==> src/rtl/eth_rx_mac_filter.sv <==
// Destination-MAC filter for the 8-bit RX AXI-Stream: holds the 6-byte destination
// address, then replays and passes the frame or discards it, counting both outcomes.
module eth_rx_mac_filter #(
  parameter int COUNT_WIDTH = 32
) (
  input  logic                   clock125,
  input  logic                   reset,
  input  logic [47:0]            local_mac,
  input  logic                   promisc,
  input  logic                   mcast_en,
  input  logic [7:0]             s_axis_tdata,
  input  logic                   s_axis_tvalid,
  output logic                   s_axis_tready,
  input  logic                   s_axis_tlast,
  input  logic                   s_axis_tuser,
  output logic [7:0]             m_axis_tdata,
  output logic                   m_axis_tvalid,
  input  logic                   m_axis_tready,
  output logic                   m_axis_tlast,
  output logic                   m_axis_tuser,
  output logic [COUNT_WIDTH-1:0] cnt_accept,
  output logic [COUNT_WIDTH-1:0] cnt_drop
);

  typedef enum logic [1:0] {HDR, REPLAY, PASS, DROP} state_t;

  state_t      state, state_nxt;
  logic [7:0]  hdr [0:5];
  logic [2:0]  idx;
  logic        lat_last, lat_user;
  logic        s_ready, s_beat, m_beat, hdr_done, match;
  logic        inc_accept, inc_drop;
  logic [47:0] dst;

  // The sixth address byte is still on the input bus when the decision is taken.
  assign dst      = {hdr[0], hdr[1], hdr[2], hdr[3], hdr[4], s_axis_tdata};
  assign match    = promisc | (dst == local_mac) | (&dst) | (mcast_en & hdr[0][0]);
  assign hdr_done = (idx == 3'd5);

  assign s_axis_tready = s_ready & ~reset;
  assign s_beat        = s_axis_tvalid & s_axis_tready;
  assign m_beat        = m_axis_tvalid & m_axis_tready;

  always_comb begin
    state_nxt     = state;
    s_ready       = 1'b0;
    m_axis_tvalid = 1'b0;
    m_axis_tdata  = '0;
    m_axis_tlast  = 1'b0;
    m_axis_tuser  = 1'b0;
    inc_accept    = 1'b0;
    inc_drop      = 1'b0;
    case (state)
      HDR: begin
        s_ready = 1'b1;
        if (s_axis_tvalid) begin
          if (hdr_done) begin
            if (match) begin
              state_nxt = REPLAY;
            end else begin
              inc_drop  = 1'b1;
              state_nxt = s_axis_tlast ? HDR : DROP;
            end
          end else if (s_axis_tlast) begin
            inc_drop = 1'b1;
          end
        end
      end
      REPLAY: begin
        m_axis_tvalid = 1'b1;
        m_axis_tdata  = hdr[idx];
        if (hdr_done) begin
          m_axis_tlast = lat_last;
          m_axis_tuser = lat_user;
          if (m_axis_tready) begin
            inc_accept = lat_last;
            state_nxt  = lat_last ? HDR : PASS;
          end
        end
      end
      PASS: begin
        s_ready       = m_axis_tready;
        m_axis_tvalid = s_axis_tvalid;
        m_axis_tdata  = s_axis_tdata;
        m_axis_tlast  = s_axis_tlast;
        m_axis_tuser  = s_axis_tuser;
        if (s_axis_tvalid && m_axis_tready && s_axis_tlast) begin
          inc_accept = 1'b1;
          state_nxt  = HDR;
        end
      end
      DROP: begin
        s_ready = 1'b1;
        if (s_axis_tvalid && s_axis_tlast) state_nxt = HDR;
      end
      default: state_nxt = HDR;
    endcase
  end

  always_ff @(posedge clock125 or posedge reset) begin
    if (reset) begin
      state      <= HDR;
      idx        <= '0;
      cnt_accept <= '0;
      cnt_drop   <= '0;
    end else begin
      state <= state_nxt;
      if (inc_accept) cnt_accept <= cnt_accept + COUNT_WIDTH'(1);
      if (inc_drop)   cnt_drop   <= cnt_drop + COUNT_WIDTH'(1);
      // idx indexes header capture in HDR and header replay in REPLAY.
      if (state == HDR && s_beat)
        idx <= (hdr_done || s_axis_tlast) ? 3'd0 : idx + 3'd1;
      else if (state == REPLAY && m_beat)
        idx <= hdr_done ? 3'd0 : idx + 3'd1;
    end
  end

  always_ff @(posedge clock125) begin
    if (state == HDR && s_beat) begin
      hdr[idx] <= s_axis_tdata;
      if (hdr_done) begin
        lat_last <= s_axis_tlast;
        lat_user <= s_axis_tuser;
      end
    end
  end

endmodule

==> config.mk <==
export PLATFORM = sky130hd
export DESIGN_NAME = eth_rx_mac_filter
export DESIGN_NICKNAME = d
export VERILOG_FILES = /design/src/rtl/eth_rx_mac_filter.sv
export SDC_FILE = /design/constraint.sdc
export NUM_CORES = 1
export LEC_CHECK = 0
export ABC_AREA = 0
export CAP_MARGIN = 30
export CORE_ASPECT_RATIO = 0.9
export CORE_MARGIN = 4
export CORE_UTILIZATION = 45
export CTS_CLUSTER_DIAMETER = 30
export DETAILED_ROUTE_END_ITERATION = 8
export PLACE_DENSITY = 0.72
export SLEW_MARGIN = 40
export SYNTH_ARGS = -nofsm -noshare
export SYNTH_HDL_FRONTEND = slang
export SYNTH_SLANG_ARGS = --single-unit
export TNS_END_PERCENT = 1
==> constraint.sdc <==
create_clock -name clock125 -period 4.7 [get_ports clock125]
set_clock_uncertainty 0.05 [all_clocks]
set_input_delay 0.705 -clock clock125 [delete_from_list [all_inputs] [get_ports clock125]]
set_output_delay 0.705 -clock clock125 [all_outputs]
set_load 0.01 [all_outputs]
==> summary.md <==
| Metric | Value |
|---|---|
| CP Capture Type | `primary output` |
| RSZ-0062 raised after global routing | `no` |
| Die span in y | `124 um` |
| Worst Hold Depth | `1` |
| Routed wire length | `18800 um` |
| Resize count post-CTS | `0` |
| CTS Hold Bufs | `0` |
| Vias in the first global route | `5209` |
| Initial antenna violation count | `0` |
| Setup violators final | `0` |
| Drt pass-1 iters | `5` |
| Crit start category | `flip-flop` |
| FF-to-FF End | `hdr[4][4]` |
| Initial Utilization | `46.8%` |
| Min Tclk post-route | `3750 ps` |
| Worst Path Buf+Inv | `1` |
| Hold_sp | `cnt_drop[31]` |
| Clock slew at reported path FFs | `60 ps` |
| Port bufs | `139` |
| Post-CTS Setup Bufs | `0` |
| Worst rel slew slack | `49.7%` |
| Critical path class | `flip-flop to primary output` |
| Most used DFF post-synth | `dfrtp_1` |
| Worst r2r src | `state[0]` |
| Tightest Pin Transition | `750 ps` |
| Root Driver | `clkbuf_16` |
| PwrDens | `408 mW/mm2` |
| Max clock buf depth | `2` |
| Final Hold Viols | `0` |
| First-pass GRT wire length | `29200 um` |
| Setup TNS | `0 ps` |
| # clock sinks | `135` |
| Synth async-reset ratio | `51.1%` |
| Status | `completed` |
| Final nets | `780` |
| Fin util | `62.3%` |
| N_diodes | `0` |
| Data arrival, critical path | `3000 ps` |
| Routed WL per cell | `20.6 um` |
| Clock latency at the later pin of the worst-skew pair | `420 ps` |
| Die area | `0.0168 mm2` |
| Number of synthesized flops with an enable pin | `66` |
| Synth-to-Final Area Change | `33.1%` |
| R2R Setup Slk | `1460 ps` |
| Row cnt | `41` |
| Largest net degree at the start of global routing | `38` |
| Routed Antenna Nets | `0` |
| VDD IR max | `0.242 mV` |
| Crit-path max cell delay | `700 ps` |
| DR vias/cell | `5.69` |
| CTS Buf Count | `17` |
| Yosys warning count | `0` |
| Flop and latch count out of synthesis | `135` |
| Total grt overflow | `0` |
| Placed wire-length estimate | `13700 um` |
| Post-synthesis cell count | `561` |
| Distinct cells, synth | `51` |
| Lkg Pwr | `3.42 nW` |
| Layout cells sized above 1 | `9.72%` |
| DRC | `0` |
| Post-Syn Nets | `633` |
| CTS H-tree lvls | `4` |
| Die X | `136 um` |
| Core Region | `0.0143 mm2` |
| Fmax | `0.267 GHz` |
| Slowest CP cell | `dfrtp_2` |
| Hold/Removal Path Class | `flip-flop to flip-flop` |
| Initial DRC count | `518` |
| Gr usage total | `23.1%` |
| Reg2reg path depth | `7` |
| CP Max Fanout | `24` |
| Register area share after synthesis | `55.6%` |
| Final Slew Violations | `0` |
| Final cycle utilization of the critical path | `79.8%` |
| Hold Path Sink | `cnt_drop[31]` |
| Required @ worst endpoint | `3940 ps` |
| Placer Congestion | `0.949` |
| Via count | `5194` |
| Worst-path cell chain | `mux2_2, a221oi_1, a21oi_1, o21ai_0, a21boi_0, clkdlybuf4s50_1` |
| Setup slack after layout | `949 ps` |
| Hold WS | `425 ps` |
| Delay-heaviest family, CP | `compound AO/OA/AOI/OAI gates` |
| I/O Pins | `140` |
| Syn Area/Cell | `11.9 um2` |
| Synthesized area | `0.00667 mm2` |
| Max Cap Viol | `0` |
| TritonCTS clock tree | `built` |
| Post-Place Setup Slack | `1070 ps` |
Yosys cell counts, drive strengths merged, types with 2 or more instances:
cell type / number / area [um2]
dfrtp: 69 / 1730
edfxtp: 66 / 1980
xor2: 59 / 517
xnor2: 51 / 447
nand4: 42 / 275
nand2: 40 / 150
nand3: 29 / 150
nor2: 28 / 105
and3: 20 / 125
nor4: 16 / 100
clkbuf: 13 / 48.8
inv: 11 / 41.3
nor3: 9 / 61.3
o21ai: 9 / 45.0
ha: 8 / 100
nor2b: 8 / 50.1
a21boi: 7 / 52.6
a21oi: 7 / 35.0
a22oi: 7 / 52.6
buf: 6 / 27.5
mux4: 6 / 135
a221oi: 5 / 43.8
and4: 5 / 43.8
mux2: 5 / 56.3
mux2i: 5 / 50.1
and2: 4 / 25.0
a31oi: 3 / 18.8
nand2b: 3 / 18.8
a21o: 2 / 15.0
o31ai: 2 / 15.0
or2: 2 / 15.0
area by class of cell:
class / count / area [um2]
Timing Repair Buffer: 147 / 1450
Sequential cell: 135 / 3710
Multi-Input combinational cell: 395 / 2890
Clock inverter: 8 / 45.0
Inverter: 12 / 45.0
Fill cell: 1174 / 5380
Tap cell: 193 / 241
Clock buffer: 23 / 499
routing by layer:
| layer | track usage, % | up-vias | wire (um) |
|---|---|---|---|
| met5 | 0 | - | 0 |
| met4 | 6.36 | 0 | 265 |
| met3 | 8.06 | 25 | 1630 |
| met2 | 34.4 | 244 | 8810 |
| met1 | 32.4 | 2568 | 8120 |
| li1 | - | 2357 | - |
registers in the layout, indices dropped and copies added (netlist names):
| register | count |
|---|---|
| cnt_drop | 32 |
| idx | 3 |
| lat_last | 1 |
| lat_user | 1 |
| hdr | 64 |
| cnt_accept | 32 |
| state | 2 |
placed cells by master, fill, tap and decap left out, types with 6 or more instances in the layout:
cell and count:
nor2b_1 8, and3_1 20, nand2_1 40, edfxtp_1 66, o21ai_0 9, clkdlybuf4s50_1 139
a21boi_0 7, nand4_1 40, inv_1 10, nor2_1 25, ha_1 8, clkbuf_16 18
nand3_1 28, a22oi_1 7, xnor2_1 51, buf_4 8, nor4_1 16, a21oi_1 7
xor2_1 59, mux4_2 6, dfrtp_1 66
through the flow:
stage	instance area [um2]	std cells	power [mW]
finish	8880	913	3.62
global route	8880	913	3.79
CTS	8870	913	3.63
detailed placement	8330	882	2.41
global placement	8300	882	2.38
floorplan	6670	561	1.99
report_power, final:
group / total, mW / switching (mW) / leakage, nW / internal [mW]
clock: 1.23 / 0.487 / 0.274 / 0.740
combinational: 0.931 / 0.481 / 1.62 / 0.450
sequential: 1.47 / 0.156 / 1.53 / 1.31
total: 3.62 / 1.12 / 3.42 / 2.50
worst max-delay path by stage:
| stage | startpoint | endpoint | slack, ps | cells after the start |
|---|---|---|---|---|
| detailed placement | idx[1] | m_axis_tdata[1] | 1070 | 8 |
| global route | idx[2] | m_axis_tdata[2] | 790 | 6 |
| global placement | m_axis_tready | hdr[1][7] | 920 | 5 |
| finish | idx[2] | m_axis_tdata[2] | 950 | 6 |
| CTS | idx[1] | m_axis_tdata[1] | 640 | 8 |
| floorplan | state[0] | hdr[0][0] | 1930 | 6 |
cells by family (layout without fill, tap and decap cells):
| family | Yosys count | after routing | share of synthesized area, % |
|---|---|---|---|
| muxes | 16 | 16 | 3.62 |
| and+or+nand+nor | 208 | 208 | 17.0 |
| xor gates and xnor gates | 110 | 110 | 14.4 |
| DFF | 135 | 135 | 55.6 |
| adders and majority gates | 8 | 8 | 1.50 |
| AOI/OAI and AO/OA | 53 | 53 | 6.02 |
| buffers and inverters | 31 | 190 | 1.82 |
Note: power is estimated with default switching activity, not from simulation.
